==> src/rtl/kick_arbiter.sv <==
// Purpose: sequences team/opponent kicks into the ball datapath, with charge, cooldown and serve timing.
// Latency: all outputs registered; a kick request is seen as kickValid on the next cycle.
// Backpressure: none; requests arriving outside PLAY are dropped and never queued.
//
// Ports:
//   clk, reset (async active-high)      clock and reset
//   startOfFrame                        one-cycle frame tick
//   teamCollision/oppCollision          ball touching a player of that side (level)
//   teamChargeKey/oppChargeKey          kick key held (level)
//   teamRelease/oppRelease              kick key released (pulse)
//   goalWasScored[1:0]                  01 team goal, 10 opponent goal
//   kickValid/kickOwner/kickStrength    one-cycle kick command (owner 0 team, 1 opponent)
//   holdBall                            a charging player holds the ball
//   serveReq                            one-cycle re-launch pulse after a goal
//   cooldownActive, state[1:0]          FSM status
module kick_arbiter #(
  parameter int MAX_CHARGE      = 160,
  parameter int COOLDOWN_FRAMES = 20,
  parameter int SERVE_DELAY     = 30
) (
  input  logic       clk,
  input  logic       reset,
  input  logic       startOfFrame,
  input  logic       teamCollision,
  input  logic       oppCollision,
  input  logic       teamChargeKey,
  input  logic       teamRelease,
  input  logic       oppChargeKey,
  input  logic       oppRelease,
  input  logic [1:0] goalWasScored,
  output logic       kickValid,
  output logic       kickOwner,
  output logic [8:0] kickStrength,
  output logic       holdBall,
  output logic       serveReq,
  output logic       cooldownActive,
  output logic [1:0] state
);

  typedef enum logic [1:0] {
    S_PLAY      = 2'b00,
    S_KICK      = 2'b01,
    S_COOLDOWN  = 2'b10,
    S_GOAL_WAIT = 2'b11
  } state_t;

  localparam logic [8:0] CHG_MAX    = 9'(MAX_CHARGE);
  localparam logic [7:0] CD_LAST    = 8'(COOLDOWN_FRAMES - 1);
  localparam logic [7:0] SERVE_LAST = 8'(SERVE_DELAY - 1);

  state_t     st;
  state_t     st_nxt;
  logic [8:0] team_chg;
  logic [8:0] opp_chg;
  logic [7:0] frame_cnt;
  logic       last_owner;

  logic goal;
  logic team_req;
  logic opp_req;
  logic any_req;
  logic team_wins;
  logic cd_done;
  logic serve_done;

  assign state = st;

  always_comb begin
    // 00 and 11 are both "no goal"
    goal       = (goalWasScored == 2'b01) || (goalWasScored == 2'b10);
    team_req   = teamCollision & teamRelease;
    opp_req    = oppCollision & oppRelease;
    any_req    = team_req | opp_req;
    // On a tie the side that did not kick last wins.
    team_wins  = team_req & (~opp_req | last_owner);
    cd_done    = startOfFrame && (frame_cnt == CD_LAST);
    serve_done = startOfFrame && (frame_cnt == SERVE_LAST);

    st_nxt = st;
    case (st)
      S_PLAY: begin
        if (goal)         st_nxt = S_GOAL_WAIT;
        else if (any_req) st_nxt = S_KICK;
      end
      S_KICK:      st_nxt = goal ? S_GOAL_WAIT : S_COOLDOWN;
      S_COOLDOWN: begin
        if (goal)         st_nxt = S_GOAL_WAIT;
        else if (cd_done) st_nxt = S_PLAY;
      end
      S_GOAL_WAIT: begin
        if (serve_done)   st_nxt = S_PLAY;
      end
      default:     st_nxt = S_PLAY;
    endcase
  end

  always_ff @(posedge clk or posedge reset) begin
    if (reset) begin
      st             <= S_PLAY;
      team_chg       <= '0;
      opp_chg        <= '0;
      frame_cnt      <= '0;
      last_owner     <= 1'b1;
      kickValid      <= 1'b0;
      kickOwner      <= 1'b0;
      kickStrength   <= '0;
      holdBall       <= 1'b0;
      serveReq       <= 1'b0;
      cooldownActive <= 1'b0;
    end else begin
      st             <= st_nxt;
      kickValid      <= 1'b0;
      kickOwner      <= 1'b0;
      kickStrength   <= '0;
      serveReq       <= 1'b0;
      cooldownActive <= (st_nxt == S_COOLDOWN);
      holdBall       <= (st_nxt == S_PLAY) &&
                        ((teamCollision && teamChargeKey) || (oppCollision && oppChargeKey));

      // Frame counter restarts on every state change and only counts while waiting.
      if (st_nxt != st)
        frame_cnt <= '0;
      else if (startOfFrame && ((st == S_COOLDOWN) || (st == S_GOAL_WAIT)))
        frame_cnt <= frame_cnt + 8'd1;

      // Charge accumulation; later assignments below take priority.
      if ((st == S_PLAY) && startOfFrame && teamChargeKey && (team_chg < CHG_MAX))
        team_chg <= team_chg + 9'd1;
      if ((st == S_PLAY) && startOfFrame && oppChargeKey && (opp_chg < CHG_MAX))
        opp_chg <= opp_chg + 9'd1;
      if (teamRelease && !teamCollision) team_chg <= '0;
      if (oppRelease && !oppCollision)   opp_chg  <= '0;

      case (st)
        S_PLAY: begin
          if (!goal && any_req) begin
            kickValid    <= 1'b1;
            kickOwner    <= ~team_wins;
            // Strength is the charge before any increment at this edge.
            kickStrength <= team_wins ? team_chg : opp_chg;
            // Winner's charge is spent, loser's is discarded.
            if (team_req) team_chg <= '0;
            if (opp_req)  opp_chg  <= '0;
          end
        end
        S_KICK:      last_owner <= kickOwner;
        S_GOAL_WAIT: if (serve_done) serveReq <= 1'b1;
        default: ;
      endcase

      // Charges are zeroed on entering and throughout the goal wait.
      if (st_nxt == S_GOAL_WAIT) begin
        team_chg <= '0;
        opp_chg  <= '0;
      end
    end
  end

endmodule

==> config.mk <==
export PLATFORM = sky130hd
export DESIGN_NAME = kick_arbiter
export DESIGN_NICKNAME = d
export VERILOG_FILES = /design/src/rtl/kick_arbiter.sv
export SDC_FILE = /design/constraint.sdc
export NUM_CORES = 1
export LEC_CHECK = 0
export ABC_AREA = 1
export CAP_MARGIN = 5
export CORE_MARGIN = 2
export CORE_UTILIZATION = 40
export DETAILED_ROUTE_END_ITERATION = 7
export HOLD_SLACK_MARGIN = 0.06
export PLACE_DENSITY = 0.59
export SLEW_MARGIN = 15
export SYNTH_ARGS = -nofsm -noshare
export SYNTH_HDL_FRONTEND = slang
export SYNTH_SLANG_ARGS = --single-unit
==> constraint.sdc <==
create_clock -name clk -period 1.3 [get_ports clk]
set_input_delay 0.26 -clock clk [delete_from_list [all_inputs] [get_ports clk]]
set_output_delay 0.26 -clock clk [all_outputs]
set_load 0.005 [all_outputs]
# Yosys cells after proc, flatten, opt, wreduce, memory -nomap -nowiden
# Cells that the tools add are included.
[totals] register_bits=43 inputBits=11 output_inout_bits=16 elab_cells=86
[classes] add_sub_neg=3 order_cmp=2 eq_ne=10 n_mux=30 n_bitwise=7 n_reduce_logical=23
[op_table] cell="two-way mux 9 bit" count=15
[op_table] cell="adder 9 x 1 -> 9 bit, second input constant" count=2
[op_table] cell="less-than comparator 9 x 8 -> 1 bit, second input constant" count=2
[op_table] cell="== test 8 x 5 -> 1 bit, second input constant" count=2
[op_table] cell="two-way mux 8 bit" count=2
[op_table] cell="logical AND 1 bit" count=14
[op_table] cell="== test 2 bit, second input constant" count=5
[op_table] cell="two-way mux 2 bit" count=5
[op_table] cell="adder 8 x 1 -> 8 bit, second input constant" count=1
[op_table] cell="one-hot mux 2 bit (4 select lines)" count=1
[op_table] cell="two-way mux 1 bit" count=7
[op_table] cell="== test 2 x 1 -> 1 bit, second input constant" count=2
[op_table] cell="logical NOT 2 bit" count=2
[op_table] cell="bitwise AND 1 bit" count=3
[op_table] cell="logical NOT 1 bit" count=3
[op_table] cell="logical OR 1 bit" count=3
[op_table] cell="!= test 2 bit" count=1
[op_table] cell="NOT 1 bit" count=2
[op_table] cell="bitwise OR 1 bit" count=2
[op_table] cell="nonzero test 2 bit" count=1

# Logic depth before layout (Yosys ltp)
# Gate-level depths: netlist (run 1).
[depth] ltp_word=10 ltp_mapped=11 ltp_nobuf=11

# Worst setup path before layout (run 1)
# Ideal clock, no wire load.
[synth_path] path_type="reg2reg" startpoint="register last_owner" endpoint="register kickStrength[7]" setup_time_ns=0.132 arrival_ns=1.263 t_required_ns=1.168 slack_ns=-0.094 path_stages_with_launch=7 n_path_buf=1 period_less_slack_ns=1.394 cell_sequence="dfstp_2 inv_1 a31oi_2 inv_1 clkbuf_1 o21ai_0 a21oi_1"
[synth_between] elab_chain_len=5
[synth_lines] item="start, declared" line_no="56" rtl="logic last_owner;"
[synth_lines] item="start signal, assigned" line_no="146" rtl="S_KICK: last_owner <= kickOwner;"
[synth_lines] item="bitwise OR 1 bit" line_no="75" rtl="team_wins = team_req & (~opp_req | last_owner);"
[synth_lines] item="bitwise AND 1 bit" line_no="75"
[synth_lines] item="two-way mux 9 bit" line_no="140" rtl="kickStrength <= team_wins ? team_chg : opp_chg;"
[synth_lines] item="two-way mux 9 bit" line_no="136" rtl="if (!goal && any_req) begin"
[synth_lines] item="two-way mux 9 bit" line_no="134" rtl="case (st)"
[synth_lines] item="end signal, assigned" line_no="140"
[synth_lines] item="end, declared" line_no="33" rtl="output logic [8:0] kickStrength,"
# Every way passes these cells.
# A chain may end at the register's enable or synchronous reset.

# Final worst setup path (run 1)
[layout_path] startpoint="register st[1], in the netlist state[1]" endpoint="register frame_cnt[5]"
[layout_between] elab_cells_between_ends=15 classes_between="eq/ne: 4; mux: 7; reduce/logical: 4"
[layout_rtl] item="start, declared" line_no="51" rtl="state_t st;"
[layout_rtl] item="start signal, assigned" line_no="111" rtl="st <= st_nxt;"
[layout_rtl] item="== test 2 bit (tied with other cells)" line_no="80" rtl="case (st)"
[layout_rtl] item="one-hot mux 2 bit (4 select lines) *" line_no="80"
[layout_rtl] item="named net st_nxt[0]" line_no="52" rtl="state_t st_nxt;"
[layout_rtl] item="!= test 2 bit *" line_no="121" rtl="if (st_nxt != st)"
[layout_rtl] item="two-way mux 8 bit / nonzero test 2 bit (equally long branches)"
[layout_rtl] item="end signal, assigned" line_no="124" rtl="frame_cnt <= frame_cnt + 8'd1;"
[layout_rtl] item="end, declared" line_no="55" rtl="logic [7:0] frame_cnt;"
# The timed path passes the listed nets; every way through them passes the cells marked *.

==> metrics.yaml, run 1 <==
clocking:
  clkSlewWorstSetupHoldPaths_ns: 0.08
  tritoncts: "yes"
  hold_buffers: 0
  worstSkewPairLatency_ns: 0.30
  clock-sinks: 43
  cts.root.buffer_cell: "clkbuf_8"
  cts_made_buffers: 5
  clock_path_buffers: 2
  htreeDepth: 2
global_routing:
  grt_pass1_wl_mm: 9.39
  grt_overflow: 0
  antenna_found_initial: 0
  grt_max_degree: 44
  grt_pass1_vias: 2057
  grt_use_total_pct: 19.6
synth:
  syn_nets: 290
  syn_inst: 275
  synth_area_leader_cell: "dfrtp_1"
  avgSynthCellArea_sq_um: 8.08
  synth_area_leaders: "dfrtp_1 (47%), nand2_1 (9.1%), nor2_1 (7.6%), xor2_1 (7.5%), inv_1 (6.4%)"
  synth-seq-area-share_pct: 48.5
  yosysTopAreaCellShare_pct: 47.3
  yosysUniqueCellTypes: 23
  netlist_area_sq_um: 2220
  synth_seq_cells: 43
  yosysWarnings: 0
die:
  fp.dieW_um: 78.5
  num_rows: 27
  core_area_sq_um: 5440
  io_pins: 27
  start_util_pct: 40.9
  die_y_um: 78.5
  die_area_sq_um: 6170
worst_setup_path:
  r2r_end: "frame_cnt[5]$_DFFE_PP0P_"
  crit_arrival_ns: 1.77
  cp-endpoint: "frame_cnt[5]$_DFFE_PP0P_"
  cp-startpoint: "state[1]$_DFF_PP0_"
  crit_path_end_kind: "flop"
  worstPathRequired_ns: 1.53
  cp_max_fo: 8
  reg2reg_from: "state[1]$_DFF_PP0_"
  r2r_slack_ns: -0.24
  path_class: "flop to flop"
  rr_worst_depth: 10
  worst_setup_path_start_kind: "flop"
timing:
  fin_ws_ns: -0.241
  slew_violations: 0
  min_period_ns: 1.54
  finClkSkew_ns: 0.00874
  fmax_ghz: 0.649
  rsz0062_at_grt: "true"
  tightest_slew_ns: 0.349
  hold_viol_final: 0
  slew_headroom_pct: 76.6
  min_period_over_period_pct: 119
  whs_ns: 0.360
  setup_viol: 40
drt:
  firstDrtPassIters: 4
  first_iter_violations: 68
  routedWlPerCell_um: 13.1
  detail-route-antenna-nets: 0
  wl_mm: 5.87
  vias_per_cell: 4.66
  vias: 2086
  drc: 0
layout:
  syn_to_final_growth_pct: 59.7
  n_antenna_cell: 0
  layout_common_cells: "buf_4 (53), nand2_1 (44), dfrtp_1 (40)"
  final_nets: 390
  post-route-util_pct: 65.2
  layout_commonest_cell: "buf_4"
  fin_cells: 448
  drive_gt1_share_pct: 40.7
outcome:
  status: "finished, violations left"
  violations: "setup timing"
hold_path:
  holdCritPathClass: "primary input to async pin"
pwr:
  seqPwrFrac_pct: 42.6
  switching_share_pct: 31.9
  p_sw_mw: 1.17
  p_leak_nw: 1.69
  power_frac_comb_pct: 33.4
  p_clk_share_pct: 24.1
  p_per_area_nw_per_um2: 1030
  p_int_mw: 2.49
  irDropWorstVdd_mv: 0.580
placed_design:
  dp_cells: 421
  hpwl_mm: 3.77
  place_congestion: 0.818
  io_buffers: 26
flow_run:
  maxCapViolCount: 0
[layout make-up]
type,instances,area [sq um]
Clock buffer,7,86.3
Sequential cell,43,1080
Inverter,40,166
Timing Repair Buffer,94,801
Fill cell,457,1890
Tap cell,72,90.1
Multi-Input combinational cell,191,1320
Clock inverter,1,5.00
[what timing repair did]
| item | CTS | global route |
|---|---|---|
| endpoints found under the setup margin | 55 | 42 |
| resized for setup | 95 | 37 |
| gates cloned | 2 | 1 |
| pin swaps | 17 | 10 |
| setup buffers | 12 | 5 |
[synthesized netlist by cell type]
master,count
ha_1,4
xor2_1,19
nand4_1,8
nor2_1,45
o21ai_0,18
nor3_4,1
clkbuf_1,1
nor3_2,1
nand2_1,54
dfrtp_1,42
inv_2,2
dfstp_2,1
nand3_1,9
nor2_2,3
a31oi_2,1
buf_6,1
inv_1,38
nor3_1,9
o21ai_1,1
nand2_2,6
xnor2_1,1
buf_4,1
a21oi_1,9
[power by group through the flow]
stage | clock (mW) | sequential [mW] | combinational, mW
2_1_floorplan | 0 | 1.58 | 0.451
3_3_place_gp | 0 | 1.58 | 0.933
3_5_place_dp | 0 | 1.58 | 0.950
4_1_cts | 0.909 | 1.56 | 1.12
5_1_grt | 0.960 | 1.58 | 1.35
6_report | 0.881 | 1.56 | 1.22
[stage by stage]
| step | worst slack [ns] | total power [mW] | setup TNS (ns) | cell area [sq um] |
|---|---|---|---|---|
| after floorplan | -0.0347 | 2.03 | -0.120 | 2270 |
| after global placement | -0.535 | 2.51 | -17.89 | 2980 |
| after detailed placement | -0.553 | 2.53 | -19.12 | 2980 |
| after CTS | -0.183 | 3.59 | -5.01 | 3370 |
| after global routing | -0.325 | 3.88 | -10.11 | 3550 |
| final | -0.241 | 3.66 | -7.12 | 3550 |
[state kept, by name, indices dropped and copies added (netlist names)]
signal,cells
kickStrength,9
opp_chg,9
team_chg,9
frame_cnt,8
state,2
cooldownActive,1
holdBall,1
kickOwner,1
kickValid,1
last_owner,1
serveReq,1
[worst max-delay path, stage by stage, from the launching register on]
cell and delay [ns]:
dfrtp_2 0.43, buf_6 0.14, nor2_4 0.13, nand2_1 0.08, nand3_1 0.15, nand2_2 0.11, inv_4 0.10, nand2_2 0.05
nand2_2 0.07, nand2_4 0.09, nor2_2 0.10
[layer usage]
metal	GRT usage, %	routed length [um]
met2	35.0	3130
met3	3.68	145
met5	0	0
met1	24.1	2490
met4	5.96	102
[cells by family after synthesis]
kind of cell / Yosys count / share of synthesized area, %
simple gates: 136 / 26.7
fa+ha+maj: 4 / 2.25
buf+inv: 43 / 7.77
compound gates: 29 / 6.87
xor+xnor: 20 / 7.88
flops: 43 / 48.5
[worst min-delay path by stage]
stage | start | endpoint | slack (ns)
finish | reset | kickStrength[7]$_DFF_PP0_ | 0.36
global route | reset | kickStrength[7]$_DFF_PP0_ | 0.39
floorplan | reset | cooldownActive$_DFF_PP0_ | 0.26
global placement | kickOwner$_DFF_PP0_ | last_owner$_DFFE_PP1N_ | 0.51
detailed placement | kickOwner$_DFF_PP0_ | last_owner$_DFFE_PP1N_ | 0.52
CTS | reset | kickStrength[7]$_DFF_PP0_ | 0.37
(Power assumes the default switching activity.)
==> run 2: changes to the inputs <==
- CORE_UTILIZATION: 40 -> 50
- PLACE_DENSITY: 0.59 -> 0.72
==> run 2 against run 1 <==
The run still ends with setup timing left. Clock skew shrank 0.0019 ns. Worst hold slack lost 0.017 ns. Cell count shrank 7.6%. Count of clock-buffer cells in the layout shrank 1. Final area shrank 6.1%. Flip-flop and latch count is the same. Power grew 6.0%. Sequential power is essentially flat. First-iteration DRC count grew 50%. Combinational power shrank 8%. Global-route usage grew 3.4 points. Via count grew 1.2%. Critical path type unchanged.
==> metrics.yaml, run 2 (same netlist as run 1, synthesis figures left out) <==
drt:
  firstDrtPassIters: 4  # unchanged
  vias: 2111  # +1.2%
  first_iter_violations: 102  # +50%
  detail-route-antenna-nets: 0  # unchanged
  drc: 0  # unchanged
  routedWlPerCell_um: 13.9  # +6.1%
  wl_mm: 5.76  # -2.0%
  vias_per_cell: 5.10  # +9.5%
placed_design:
  io_buffers: 26  # unchanged
  hpwl_mm: 3.70  # -2.0%
  dpl_cell_area_sq_um: 2930  # -1.6%
  place_congestion: 0.865  # +5.8%
timing:
  whs_ns: 0.343  # -0.0165 ns
  tightest_slew_ns: 0.381  # +0.0318 ns
  fmax_ghz: 0.640  # -1.4%
  finClkSkew_ns: 0.00680  # -0.00195 ns
  min_period_ns: 1.56  # +0.0224 ns
  min_period_over_period_pct: 120  # +1.7 points
  fin_ws_ns: -0.263  # -0.0224 ns
  tns_ns: -7.67  # -0.555 ns
  slew_violations: 0  # unchanged
  rsz0062_at_grt: "true"
  hold_viol_final: 0  # unchanged
  setup_viol: 40  # unchanged
  slew_headroom_pct: 74.6  # -2.0 points
global_routing:
  grt_max_degree: 44  # unchanged
  grt_overflow: 0  # unchanged
  grt_pass1_vias: 2135  # +3.8%
  met2_usage_pct: 41.2  # +6.2 points
  grtUsageMet1_pct: 27.8  # +3.8 points
  antenna_found_initial: 0  # unchanged
  grt_pass1_wl_mm: 9.16  # -2.4%
  met3_usage_pct: 4.27  # +0.60 points
  busiest_layer: "met2"
  grt_use_total_pct: 23.1  # +3.4 points
die:
  die_area_sq_um: 4990  # -19%
  fp.dieW_um: 70.7  # -10%
  io_pins: 27  # unchanged
  num_rows: 24  # -11%
  core_area_sq_um: 4320  # -20%
  start_util_pct: 51.4  # +11 points
  die_y_um: 70.7  # -10%
layout:
  n_antenna_cell: 0  # unchanged
  final_area_sq_um: 3330  # -6.1%
  layout_common_cells: "nand2_1 (47), buf_4 (46), dfrtp_1 (40)"
  layout_commonest_cell: "nand2_1"
  drive_gt1_share_pct: 35.6  # -5.1 points
  reg_top3: "kickStrength: 9 flops, opp_chg: 9 flops, team_chg: 9 flops"
  syn_to_final_growth_pct: 49.9
  final_nets: 376  # -3.6%
worst_setup_path:
  reg2reg_from: "state[0]$_DFF_PP0_"
  cp_max_fo: 5  # -3
  worst_setup_path_start_kind: "flop"
  path_class: "flop to flop"
  rr_worst_depth: 7  # -3
  crit_arrival_ns: 1.75  # -0.02 ns
  r2r_slack_ns: -0.26  # -0.02 ns
  worstPathRequired_ns: 1.49  # -0.04 ns
  crit_path_end_kind: "flop"
  r2r_end: "team_chg[0]$_DFF_PP0_"
pwr:
  p_total_mw: 3.88  # +6.0%
  p_per_area_nw_per_um2: 1170  # +13%
  irDropWorstVdd_mv: 0.665  # +14%
  p_leak_nw: 1.62  # -4.1%
clocking:
  clock_path_buffers: 2  # unchanged
  htreeDepth: 2  # unchanged
  tritoncts: "yes"
  hold_buffers: 0  # unchanged
  worstSkewPairLatency_ns: 0.30  # about the same
  clock-sinks: 43  # unchanged
  cts.root.buffer_cell: "clkbuf_8"
  cts_made_buffers: 5  # unchanged
  clkSlewWorstSetupHoldPaths_ns: 0.08  # about the same
outcome:
  status: "finished, violations left"
  violations: "setup timing"
hold_path:
  holdCritPathClass: "primary input to async pin"
flow_run:
  maxCapViolCount: 0  # unchanged
run 2: area by class of cell:
type / instances / area [sq um]
multi-input cells: 191 / 1210
flip-flops and latches: 43 / 1080
fillers: 302 / 992
repair buffers: 80 / 686
inverters: 40 / 156
clock buffers: 6 / 72.6
well taps: 52 / 65.1
clock inverters: 2 / 60.1
run 2: per-stage QoR:
stage	util (%)	std cells	setup slack, ns
after floorplan	-	275	-0.0347
after global placement	67.8	398	-0.422
after detailed placement	67.8	398	-0.463
after CTS	74.4	411	-0.225
after global routing	77.1	414	-0.348
final	77.1	414	-0.263
run 2: worst max-delay path: stages (launching register included):
cell     delay (ns)
dfrtp_2        0.43
buf_12         0.14
nor2_4         0.13
nand2_4        0.09
nor3_4         0.26
buf_6          0.16
xor2_2         0.21
nor2_4         0.04
run 2: worst max-delay path by stage:
stage / start / endpoint / cells past startpoint
2_1_floorplan: state[0]$_DFF_PP0_ / team_chg[6]$_DFF_PP0_ / 7
3_3_place_gp: startOfFrame / team_chg[0]$_DFF_PP0_ / 6
3_5_place_dp: goalWasScored[0] / team_chg[0]$_DFF_PP0_ / 12
4_1_cts: state[0]$_DFF_PP0_ / team_chg[5]$_DFF_PP0_ / 8
5_1_grt: state[0]$_DFF_PP0_ / team_chg[0]$_DFF_PP0_ / 7
6_report: state[0]$_DFF_PP0_ / team_chg[0]$_DFF_PP0_ / 7
run 2: per-layer routing:
metal	vias up	wire length (um)	part of all wire, %
li1	1030	-	-
met1	1011	2300	40
met2	50	3030	53
met3	20	230	4.0
met4	0	201	3.5
met5	-	0	0
run 2: where the power goes:
part | internal [mW] | total, mW | switching [mW]
registers | 1.46 | 1.54 | 0.0843
logic | 0.542 | 1.12 | 0.574
clock network | 0.768 | 1.22 | 0.454
run 2: timing repair:
item	CTS	global route
buffers inserted	5	1
pin swaps	8	7
gates resized for setup	55	34
setup endpoints to repair	55	42
cloned	0	2
